--- src/rtl/sar_if.sv ---
// Search controller bus: start/window request, comparer probe/flags, status.
// master = search controller, slave = requester plus comparer side.
interface sar_if #(
  parameter int WIDTH = 8,
  parameter int CNT_W = 4
);
  logic             start;
  logic [WIDTH-1:0] win_lo;
  logic [WIDTH-1:0] win_hi;
  logic [2:0]       f_in;
  logic [WIDTH-1:0] probe;
  logic             busy;
  logic             done;
  logic             found;
  logic [WIDTH-1:0] result;
  logic [CNT_W-1:0] steps;
  logic             error;

  modport master (
    input  start, win_lo, win_hi, f_in,
    output probe, busy, done, found,
    output result, steps, error
  );

  modport slave (
    output start, win_lo, win_hi, f_in,
    input  probe, busy, done, found,
    input  result, steps, error
  );
endinterface

--- src/rtl/sar_search_ctrl.sv ---
// Binary-search initiator driving a combinational comparer (probe on b).
// Ports: clk, rst_n (sync, active low), bus (sar_if.master): start,
// win_lo/win_hi in; f_in {gt,lt,eq} in; probe/busy/done/found/result/
// steps/error out. Macro SAR_FLAG_CHECK_EN: non-one-hot flags -> error.
module sar_search_ctrl #(
  parameter int WIDTH = 8,
  parameter int CNT_W = 4
) (
  input logic   clk,
  input logic   rst_n,
  sar_if.master bus
);

  typedef enum logic [1:0] {
    IDLE,
    CALC,
    CMP,
    DONE
  } state_t;

  localparam logic [WIDTH-1:0] MAX = '1;
  localparam logic [WIDTH-1:0] ZERO = '0;

  state_t           st_q, st_d;
  logic [WIDTH-1:0] lo_q, lo_d;
  logic [WIDTH-1:0] hi_q, hi_d;
  logic [WIDTH-1:0] pr_q, pr_d;
  logic [WIDTH-1:0] res_q, res_d;
  logic             fnd_q, fnd_d;
  logic             err_q, err_d;
  logic [CNT_W-1:0] stp_q, stp_d;

  // Midpoint sum one bit wider so lo+hi never wraps.
  logic [WIDTH:0]   sum;
  assign sum = {1'b0, lo_q} + {1'b0, hi_q};

  // Flag decode reduced to exactly one active class.
  logic is_eq, is_gt, is_lt, is_err;

`ifdef SAR_FLAG_CHECK_EN
  assign is_eq  = (bus.f_in == 3'b001);
  assign is_gt  = (bus.f_in == 3'b100);
  assign is_lt  = (bus.f_in == 3'b010);
  assign is_err = ~(is_eq | is_gt | is_lt);
`else
  // eq wins, then gt; anything else (incl. 000) is lt.
  assign is_eq  = bus.f_in[0];
  assign is_gt  = ~bus.f_in[0] & bus.f_in[2];
  assign is_lt  = ~bus.f_in[0] & ~bus.f_in[2];
  assign is_err = 1'b0;
`endif

  always_ff @(posedge clk) begin
    if (!rst_n) begin
      st_q  <= IDLE;
      lo_q  <= '0;
      hi_q  <= '0;
      pr_q  <= '0;
      res_q <= '0;
      fnd_q <= 1'b0;
      err_q <= 1'b0;
      stp_q <= '0;
    end else begin
      st_q  <= st_d;
      lo_q  <= lo_d;
      hi_q  <= hi_d;
      pr_q  <= pr_d;
      res_q <= res_d;
      fnd_q <= fnd_d;
      err_q <= err_d;
      stp_q <= stp_d;
    end
  end

  always_comb begin
    st_d  = st_q;
    lo_d  = lo_q;
    hi_d  = hi_q;
    pr_d  = pr_q;
    res_d = res_q;
    fnd_d = fnd_q;
    err_d = err_q;
    stp_d = stp_q;
    unique case (st_q)
      IDLE: begin
        if (bus.start) begin
          lo_d  = bus.win_lo;
          hi_d  = bus.win_hi;
          res_d = '0;
          fnd_d = 1'b0;
          err_d = 1'b0;
          stp_d = '0;
          if (bus.win_lo > bus.win_hi)
            st_d = DONE;
          else
            st_d = CALC;
        end
      end
      CALC: begin
        pr_d = sum[WIDTH:1];
        st_d = CMP;
      end
      CMP: begin
        stp_d = stp_q + 1'b1;
        unique case (1'b1)
          is_eq: begin
            fnd_d = 1'b1;
            res_d = pr_q;
            st_d  = DONE;
          end
          is_gt: begin
            if (pr_q == MAX) begin
              st_d = DONE;
            end else begin
              lo_d = pr_q + 1'b1;
              st_d = (lo_d > hi_q) ? DONE : CALC;
            end
          end
          is_lt: begin
            if (pr_q == ZERO) begin
              st_d = DONE;
            end else begin
              hi_d = pr_q - 1'b1;
              st_d = (lo_q > hi_d) ? DONE : CALC;
            end
          end
          is_err: begin
            err_d = 1'b1;
            fnd_d = 1'b0;
            res_d = '0;
            st_d  = DONE;
          end
          default: st_d = DONE;
        endcase
      end
      DONE: st_d = IDLE;
      default: st_d = IDLE;
    endcase
  end

  assign bus.probe  = pr_q;
  assign bus.busy   = (st_q == CALC) || (st_q == CMP);
  assign bus.done   = (st_q == DONE);
  assign bus.found  = fnd_q;
  assign bus.result = res_q;
  assign bus.steps  = stp_q;
  assign bus.error  = err_q;

endmodule

--- src/flat_wrapper.sv ---
// flat-port wrapper written by rule: the top's interface ports become plain ports
module sar_search_ctrl_flat 
#(
  parameter int WIDTH = 8,
  parameter int CNT_W = 4
)
  (clk, rst_n, bus_start, bus_win_lo, bus_win_hi, bus_f_in, bus_probe, bus_busy, bus_done, bus_found, bus_result, bus_steps, bus_error);
  sar_if #(.WIDTH(WIDTH), .CNT_W(CNT_W)) bus_i ();
  input logic clk;
  input logic rst_n;
  input wire logic [$bits(bus_i.start)-1:0] bus_start;
  input wire logic [$bits(bus_i.win_lo)-1:0] bus_win_lo;
  input wire logic [$bits(bus_i.win_hi)-1:0] bus_win_hi;
  input wire logic [$bits(bus_i.f_in)-1:0] bus_f_in;
  output wire logic [$bits(bus_i.probe)-1:0] bus_probe;
  output wire logic [$bits(bus_i.busy)-1:0] bus_busy;
  output wire logic [$bits(bus_i.done)-1:0] bus_done;
  output wire logic [$bits(bus_i.found)-1:0] bus_found;
  output wire logic [$bits(bus_i.result)-1:0] bus_result;
  output wire logic [$bits(bus_i.steps)-1:0] bus_steps;
  output wire logic [$bits(bus_i.error)-1:0] bus_error;
  assign bus_i.start = bus_start;
  assign bus_i.win_lo = bus_win_lo;
  assign bus_i.win_hi = bus_win_hi;
  assign bus_i.f_in = bus_f_in;
  assign bus_probe = bus_i.probe;
  assign bus_busy = bus_i.busy;
  assign bus_done = bus_i.done;
  assign bus_found = bus_i.found;
  assign bus_result = bus_i.result;
  assign bus_steps = bus_i.steps;
  assign bus_error = bus_i.error;
  sar_search_ctrl #(.WIDTH(WIDTH), .CNT_W(CNT_W)) u_core (.clk(clk), .rst_n(rst_n), .bus(bus_i));
endmodule
--- config.mk ---
export PLATFORM = sky130hd
export DESIGN_NAME = sar_search_ctrl_flat
export DESIGN_NICKNAME = d
export VERILOG_FILES = /design/src/rtl/sar_if.sv /design/src/rtl/sar_search_ctrl.sv /design/src/flat_wrapper.sv
export SDC_FILE = /design/constraint.sdc
export NUM_CORES = 1
export LEC_CHECK = 0
export ABC_AREA = 1
export CAP_MARGIN = 20
export CORE_MARGIN = 2
export CORE_UTILIZATION = 50
export CTS_CLUSTER_DIAMETER = 60
export DETAILED_ROUTE_END_ITERATION = 8
export PLACE_DENSITY = 0.79
export REMOVE_ABC_BUFFERS = 1
export SETUP_SLACK_MARGIN = 0.1
export SKIP_CTS_REPAIR_TIMING = 1
export SLEW_MARGIN = 20
export SYNTH_ARGS = -nofsm -noshare
export SYNTH_HDL_FRONTEND = slang
export SYNTH_SLANG_ARGS = --single-unit
export TNS_END_PERCENT = 30
--- constraint.sdc ---
create_clock -name clk -period 5.3 [get_ports clk]
set_input_delay 1.06 -clock clk [delete_from_list [all_inputs] [get_ports clk]]
set_output_delay 1.06 -clock clk [all_outputs]
set_load 0.03 [all_outputs]
After elaboration in Yosys (flattened, before gate mapping)

Index checks and enable logic that the tools add are counted.
Widths: inputs -> output; s select.

Reduce and logical (&&, ||, !) cells: 8
$lt $le $gt $ge: 3
Add/subtract/negate cells: 4
Bitwise logic cells: 4
Eq/ne operators: 10
Multiplexer cells: 24

Operators with widths:

| cell                | number |
|---|---|
| $mux 8              | 8 |
| $pmux 8 s2          | 3 |
| $gt 8x8->1          | 3 |
| $mux 2              | 6 |
| $add 8x8->9         | 1 |
| $add 8x1->8 const B | 1 |
| $eq 8x8->1 const B  | 1 |
| $logic_not 8->1     | 1 |
| $ne 2x2->1 const B  | 4 |
| $pmux 2 s4          | 1 |
| $pmux 4 s2          | 1 |
| $reduce_and 4->1    | 2 |
| $sub 8x1->8 const B | 1 |
| $add 4x1->4 const B | 1 |
| $eq 2x2->1 const B  | 2 |
| $mux 4              | 1 |
| $ne 2x1->1 const B  | 2 |
| $pmux 2 s2          | 1 |
| $reduce_and 3->1    | 1 |
| $and 1x1->1         | 2 |
| $eq 2x1->1 const B  | 1 |
| $logic_not 2->1     | 1 |
| $mux 1              | 2 |
| $not 1->1           | 2 |
| other kinds (4)     | 4 |

Output and inout bits: 24
Bits of input ports: 22
Register bits after elaboration: 39
Logic and storage cells: 60

Depth between registers and ports, before layout

Word-level depth: 6
Gate-level depth with buffers: 19
Gate-level depth less buffers: 18

Worst setup path before layout

OpenSTA, ideal clock, no wires.

Path type: register to register
From: register u_core.pr_q[0] (netlist: u_core.bus.probe[0])
To: register u_core.st_q[1]
Data required time: 5.168 ns
Arrival time: 2.191 ns
Setup slack: 2.977 ns
Stages on the path, launching flop included: 18
Library setup time: 0.132 ns
Path buffers: 0
Clock period less this slack: 2.323 ns
Cells stage by stage: dfxtp_1 -> inv_1 -> ha_1 -> nand2_1 -> xor2_1 -> inv_1 -> ha_1 -> nand2_1 -> nor2_1 -> nand3_1 -> nand2_1 -> inv_1 -> nand2_1 -> nand2_1 -> nand2_1 -> nand2_1 -> nand2_1 -> a21oi_1

Cells in the longest elaborated chain, start to end: 6
Elaborated cells between the ends (all ways): 12
Classes of those cells: add/sub (2); order compare (2); eq/ne (1); mux (6); reduce/logical (1)

Ends and longest elaborated chain:

| item                                              | RTL line                                       | RTL |
|---|---|---|
| from (decl)                                       | sar_search_ctrl.sv:27                          | `logic [WIDTH-1:0] pr_q, pr_d;` |
| from (signal assigned)                            | sar_search_ctrl.sv:67                          | `pr_q <= pr_d;` |
| $sub 8x1->8 / $add 8x1->8 (equally long branches) | sar_search_ctrl.sv:123, sar_search_ctrl.sv:115 |  |
| $gt 8x8->1 (on tied branches)                     | sar_search_ctrl.sv:124, sar_search_ctrl.sv:116 |  |
| $mux 2 (on tied branches)                         | sar_search_ctrl.sv:124, sar_search_ctrl.sv:116 |  |
| $mux 2 (on tied branches)                         | sar_search_ctrl.sv:120, sar_search_ctrl.sv:112 |  |
| $pmux 2 s2 *                                      | sar_search_ctrl.sv:105                         | `unique case (1'b1)` |
| $pmux 2 s4 *                                      | sar_search_ctrl.sv:84                          | `unique case (st_q)` |
| to (signal assigned)                              | sar_search_ctrl.sv:64                          | `st_q <= st_d;` |
| to (decl)                                         | sar_search_ctrl.sv:24                          | `state_t st_q, st_d;` |

Mark *: on every way between the ends. The rest lies on a longest branch, timed or not.
A chain may end at the register's enable or synchronous reset.

Final worst setup path

From: input port bus_start
To: register u_core.lo_q[7]

Cells in the longest elaborated chain, start to end: 2

Ends and longest elaborated chain:

| item                       | RTL line              | RTL |
|---|---|---|
| from (decl)                | flat_wrapper.sv:11    | `input wire logic [$bits(bus_i.start)-1:0] bus_start;` |
| $ne 2x2->1 (no line)       | -                     |  |
| $reduce_and 4->1 (no line) | -                     |  |
| to (signal assigned)       | sar_search_ctrl.sv:65 | `lo_q <= lo_d;` |
| to (decl)                  | sar_search_ctrl.sv:25 | `logic [WIDTH-1:0] lo_q, lo_d;` |

Every way passes these cells.

==> metrics <==
status finished clean; Post-Synth Adder-Cell Area 17.2%; H-tree Lvls 2; largest net degree at the start of global routing 30; f_max 352 MHz; # diodes 0; P_leak 1.68 nW; DRC 0; Routed WL 7.27 mm; Worst path max stage delay 0.49 ns; io pins 46; post-synth cell types 37; Wirelength per Cell 13.7 um; Synth Area in Simple Gates 21.9%; Pins Over Slew Limit 0; final net count 518; TritonCTS Buffers 5; vias in the first global route 2621; most common cell after layout, fill and taps aside nand2_1; Compound-Gate Fraction of Synth Area 17.9%; CP arrival 3.06 ns; Core Rows 28; Vias/cell 5.33; die area 6540 um2; dominant cell type by count on the critical path nand2_1; number of flops mapped to enable cells by yosys 0; Final GP Congestion 0.935; antenna violations before repair 0; Mean Syn Cell Area 7.04 um2; Tmin final 2.84 ns; DRT antenna net count 0; Clk pin slew, worst setup/hold paths 0.08 ns; post-synthesis sequential area ratio 26.4%; Post-Syn Instances 420; Hold Path Class reg2reg; Die W 80.9 um; core area 5820 um2; post-synthesis mux area share 0%; synthesized flop and latch total 39; crit end category register; P&R area growth vs syn 17.6%; final core occ 59.7%; Worst Min Path Start u_core.bus.result[2]; Critical path origin bus_start; Yosys warning total 0; Rel. slew slack 54.8%; Max stage delay cell, worst path clkdlybuf4s50_1; Max Fanout on Critical Path 13; PD cells 312 nW/um2; Vias 2837; CTS tree done; Max VDD drop 0.000163 V; initial DRC count 183; setup tns final 0 ns; Hold Vio Cnt, Final 0; first-pass GRT wire length 12.0 mm; clk_lat worst skew 0.30 ns; RSZ-0062 raised after global routing no; CTS max path bufs 2; Initial Util 50.8%; post-synthesis async set-or-reset flop share 0%; top_reg_cell synth dfxtp_1; nature of the critical path startpoint input port; cell area after synthesis 2960 um2; most frequent cells in the layout 79 x nand2_1, 61 x inv_1, 51 x a21oi_1, 43 x clkdlybuf4s50_1; worst-margin pin slew 0.678 ns; max_cap viols 0; Die Y 80.9 um; critical path cell sequence clkdlybuf4s50_1 -> nand2_1 -> o21ai_2 -> nand2_1 -> nand2_2 -> inv_2 -> nor2_1 -> o21ai_1 -> a21oi_1; Pre-antenna DRT Iters 4; origin of the critical flop-to-flop path u_core.bus.probe[0]; Period Utilization, post-route 53.6%; Clock Tree Root clkbuf_8; GRT Total Usage 23.5%; CTS Sinks 39; largest family of logic cells by synthesized area simple AND/OR/NAND/NOR gates; share of layout cells above drive strength 1 5.69%; worst clock skew 0.00642 ns; kind of critical path in2reg; Required @ worst endpoint 5.52 ns; post-synthesis xor/xnor area fraction 4.45%; PortBufs 43; Final HPWL DP 5.68 mm; final number of setup-violating endpoints 0; total gr overflow 0
## synthesized netlist by cell type (4+ instances only)
master	instances	share of area, %
inv_1	61	7.7
buf_6	4	1.5
nor2_1	17	2.2
dfxtp_1	39	26
nand2_2	4	0.85
o21ai_1	8	1.4
nand2_1	79	10
nand3_1	26	4.4
ha_1	39	17
a31oi_1	7	1.5
o21ai_0	23	3.9
clkbuf_1	6	0.76
a21oi_1	51	8.6
nand4_1	4	0.85
inv_2	5	0.64
xor2_1	13	3.9
## worst paths after layout
path | end | slack, ns | cells past startpoint
worst max-delay path | u_core.lo_q[7] | 2.46 | 9
worst max register to register | u_core.st_q[1] | 2.60 | 17
worst min-delay path | u_core.bus.result[2] | 0.49 | 2
worst min register to register | u_core.bus.result[2] | 0.49 | 2
## report_power, final
part,internal (mW),switching [mW],total [mW],leakage (nW)
sequential,0.329,0.0450,0.374,0.320
clock,0.0920,0.109,0.201,0.0412
combinational,0.189,0.322,0.510,1.32
total,0.610,0.476,1.09,1.68
## final cells by class
class                      instances  area (um2)
clock buffer                       6        72.6
clock inverter                     2        12.5
fill                             564        2340
inverter                          68         258
multi-input combinational        298        1820
sequential                        39         781
tap                               75        93.8
timing repair buffer              44         438
## cells by family after synthesis
logic type	Yosys count
and+or+nand+nor	144
AOI/OAI and AO/OA	98
buffers and inverters	83
adders and majority gates	40
DFF	39
xor gates and xnor gates	15
other	1
## per-layer routing
metal,vias to the layer above,GRT usage [%],part of all wire [%]
li1,1453,-,-
met2,62,40.1,49
met4,0,6.95,2.0
met1,1309,30.5,45
met5,-,0,0
met3,13,3.89,4.8
## worst max-delay path, delay by kind of cell
kind,cells,cell delay [ns]
buf+inv,2,0.58
compound gates,3,0.42
simple gates,4,0.99
## stage by stage
stage | hold slack (ns) | cells | area, um2 | setup slack (ns) | power, mW
floorplan | 0.447 | 405 | 2860 | 2.69 | 0.732
global placement | 0.464 | 524 | 3390 | 2.21 | 0.865
detailed placement | 0.478 | 524 | 3390 | 2.17 | 0.882
CTS | 0.491 | 532 | 3470 | 2.47 | 1.09
global route | 0.515 | 532 | 3470 | 2.23 | 1.17
finish | 0.489 | 532 | 3470 | 2.46 | 1.09
## flip-flops by register name, indices dropped and copies added (netlist names)
register and count:
u_core.lo_q 8, u_core.bus.found 1, u_core.bus.result 8, u_core.bus.probe 8, u_core.bus.steps 4, u_core.hi_q 8
u_core.st_q 2
No activity file was read; power rests on OpenSTA's default activity.
==> patch (same flow settings) <==
`lo_q`, `hi_q`, `pr_q` and `res_q` no longer have a reset.
--- a/src/rtl/sar_search_ctrl.sv
+++ b/src/rtl/sar_search_ctrl.sv
@@ -53,23 +53,22 @@
   always_ff @(posedge clk) begin
     if (!rst_n) begin
       st_q  <= IDLE;
-      lo_q  <= '0;
-      hi_q  <= '0;
-      pr_q  <= '0;
-      res_q <= '0;
       fnd_q <= 1'b0;
       err_q <= 1'b0;
       stp_q <= '0;
     end else begin
       st_q  <= st_d;
-      lo_q  <= lo_d;
-      hi_q  <= hi_d;
-      pr_q  <= pr_d;
-      res_q <= res_d;
       fnd_q <= fnd_d;
       err_q <= err_d;
       stp_q <= stp_d;
     end
+  end
+
+  always_ff @(posedge clk) begin
+    lo_q  <= lo_d;
+    hi_q  <= hi_d;
+    pr_q  <= pr_d;
+    res_q <= res_d;
   end
 
   always_comb begin
Formal check against the unedited RTL: differs if rst_n is asserted again (counterexample within 4 cycles, from zero or initial values and one cycle with rst_n low); with rst_n held inactive, the same outputs for 4 cycles.
==> patch against the unedited design <==
Sequential share of layout area increased by 9.6 points; total power increased by 14%; final area decreased by 1.2%; first-iteration DRC count decreased by 43%; wire length decreased by 17%; area after synthesis decreased by 4.1%; core utilization increased by 2.6 points; critical path depth decreased by 6; die area decreased by 3.9%; largest cell class unchanged; sequential cell count unchanged; worst setup slack improved by 0.037 ns.
==> patch: results <==
[status]
status = "completed"

[global_route]
grt_use_met1_pct = 25.05
grt_pass1_vias = 2248
track_usage_pct = 19.95
grtUsageMet2_pct = 34.24
grt_max_degree = 28
grt_pass1_wl_mm = 9.666
grtUsageMet3_pct = 2.955

[sta]
fin_hold_ws_ns = 0.4769
relSlewSlack_pct = 47.09
clock_skew_ns = 0.006265

[logic_synthesis]
ys_types = 33
synth_edf_count = 32
yosysSeqAreaShare_pct = 38.83
synth_top_cells_by_area = "edfxtp_1 34%, ha_1 17%, nand2_1 12%"
synth_common_cells = "87 x nand2_1, 62 x inv_1, 39 x ha_1, 32 x edfxtp_1, 27 x nor2_1"

[critical_path]
rr_worst_depth = 16
cp.arrival_ns = 1.74
r2r_start = "u_core.bus.probe[2]$_DFFE_PP_"
cpPeakStageDelay_ns = 0.67
critical-path-top-delay-family = "buffers and inverters"

[cells_and_area]
layout.nets = 452
drive_above_1_share_pct = 4.348

[pwr]
ir_worst_vdd_mv = 0.1455
leakagePower_nw = 1.698
swShare_pct = 39.36

[placement]
place_ws_ns = 1.981
gp_congestion = 0.8578
dpl.hpwl_mm = 4.781

[min_path]
min_delay_worst_endpoint = "u_core.bus.found$_SDFFE_PN0P_"
hp-class = "flop to flop"

[drt]
wirelength_mm = 6.004
drt-initial-drc-count = 104

[clocking]
root_buffer = "clkbuf_8"
[patch: cell type report]
cell class,instances,area (um^2)
Multi-Input combinational cell,237,1455
Fill cell,459,2073
Tap cell,72,90.09
Clock buffer,7,107.6
Sequential cell,39,1101
Clock inverter,1,5.005
Inverter,63,236.5
Timing Repair Buffer,44,437.9
[patch: worst max path at each step]
stage | endpoint | from | depth (start not counted) | slack [ns]
final | bus_busy | u_core.st_q[0]$_SDFFE_PN0P_ | 3 | 2.50
after global routing | u_core.st_q[1]$_SDFFE_PN0P_ | u_core.bus.probe[2]$_DFFE_PP_ | 16 | 2.30
after CTS | u_core.hi_q[0]$_DFFE_PP_ | bus_start | 5 | 2.31
after detailed placement | u_core.hi_q[0]$_DFFE_PP_ | bus_start | 5 | 1.98
after global placement | u_core.hi_q[0]$_DFFE_PP_ | bus_start | 5 | 2.06
after floorplan | u_core.hi_q[0]$_DFFE_PP_ | u_core.st_q[0]$_SDFFE_PN0P_ | 6 | 2.66
[patch: routing by layer]
metal  wire (um)  up-vias
li1            -     1203
met1        2621     1043
met2        2817       80
met3         421       12
met4         144        0
met5           0        -
[patch: cell families (layout without fill, tap and decap cells)]
logic type                 after synthesis  after routing  synth area share, %
adders and majority gates               40             40                17.92
and+or+nand+nor                        134            134                19.42
AOI/OAI and AO/OA                       50             50                10.15
buffers and inverters                   70            115                9.841
DFF                                     39             39                38.83
xor gates and xnor gates                12             12                3.707
other                                    1              1               0.1323
[patch: through the flow]
step                      std cells  utilization (%)  cell area [um^2]
after floorplan                 339                -              2793
after global routing            463            62.35              3433
final                           463            62.35              3433
after global placement          455            60.30              3321
after detailed placement        455            60.30              3321
after CTS                       463            62.35              3433
[patch: power by group through the flow]
stage               sequential [mW]  combinational (mW)  clock [mW]
detailed placement            0.465               0.534           0
finish                        0.457               0.543       0.243
floorplan                     0.501               0.330           0
CTS                           0.457               0.540       0.247
global route                  0.465               0.608       0.255
global placement              0.461               0.515           0
[patch: worst register-to-register path: cells and delay by family, from the launching register on]
family	cells	cell delay, ns
and+or+nand+nor	12	1.36
DFF	1	0.55
adders and majority gates	1	0.30
xor gates and xnor gates	1	0.25
AOI/OAI and AO/OA	1	0.11
buffers and inverters	1	0.08
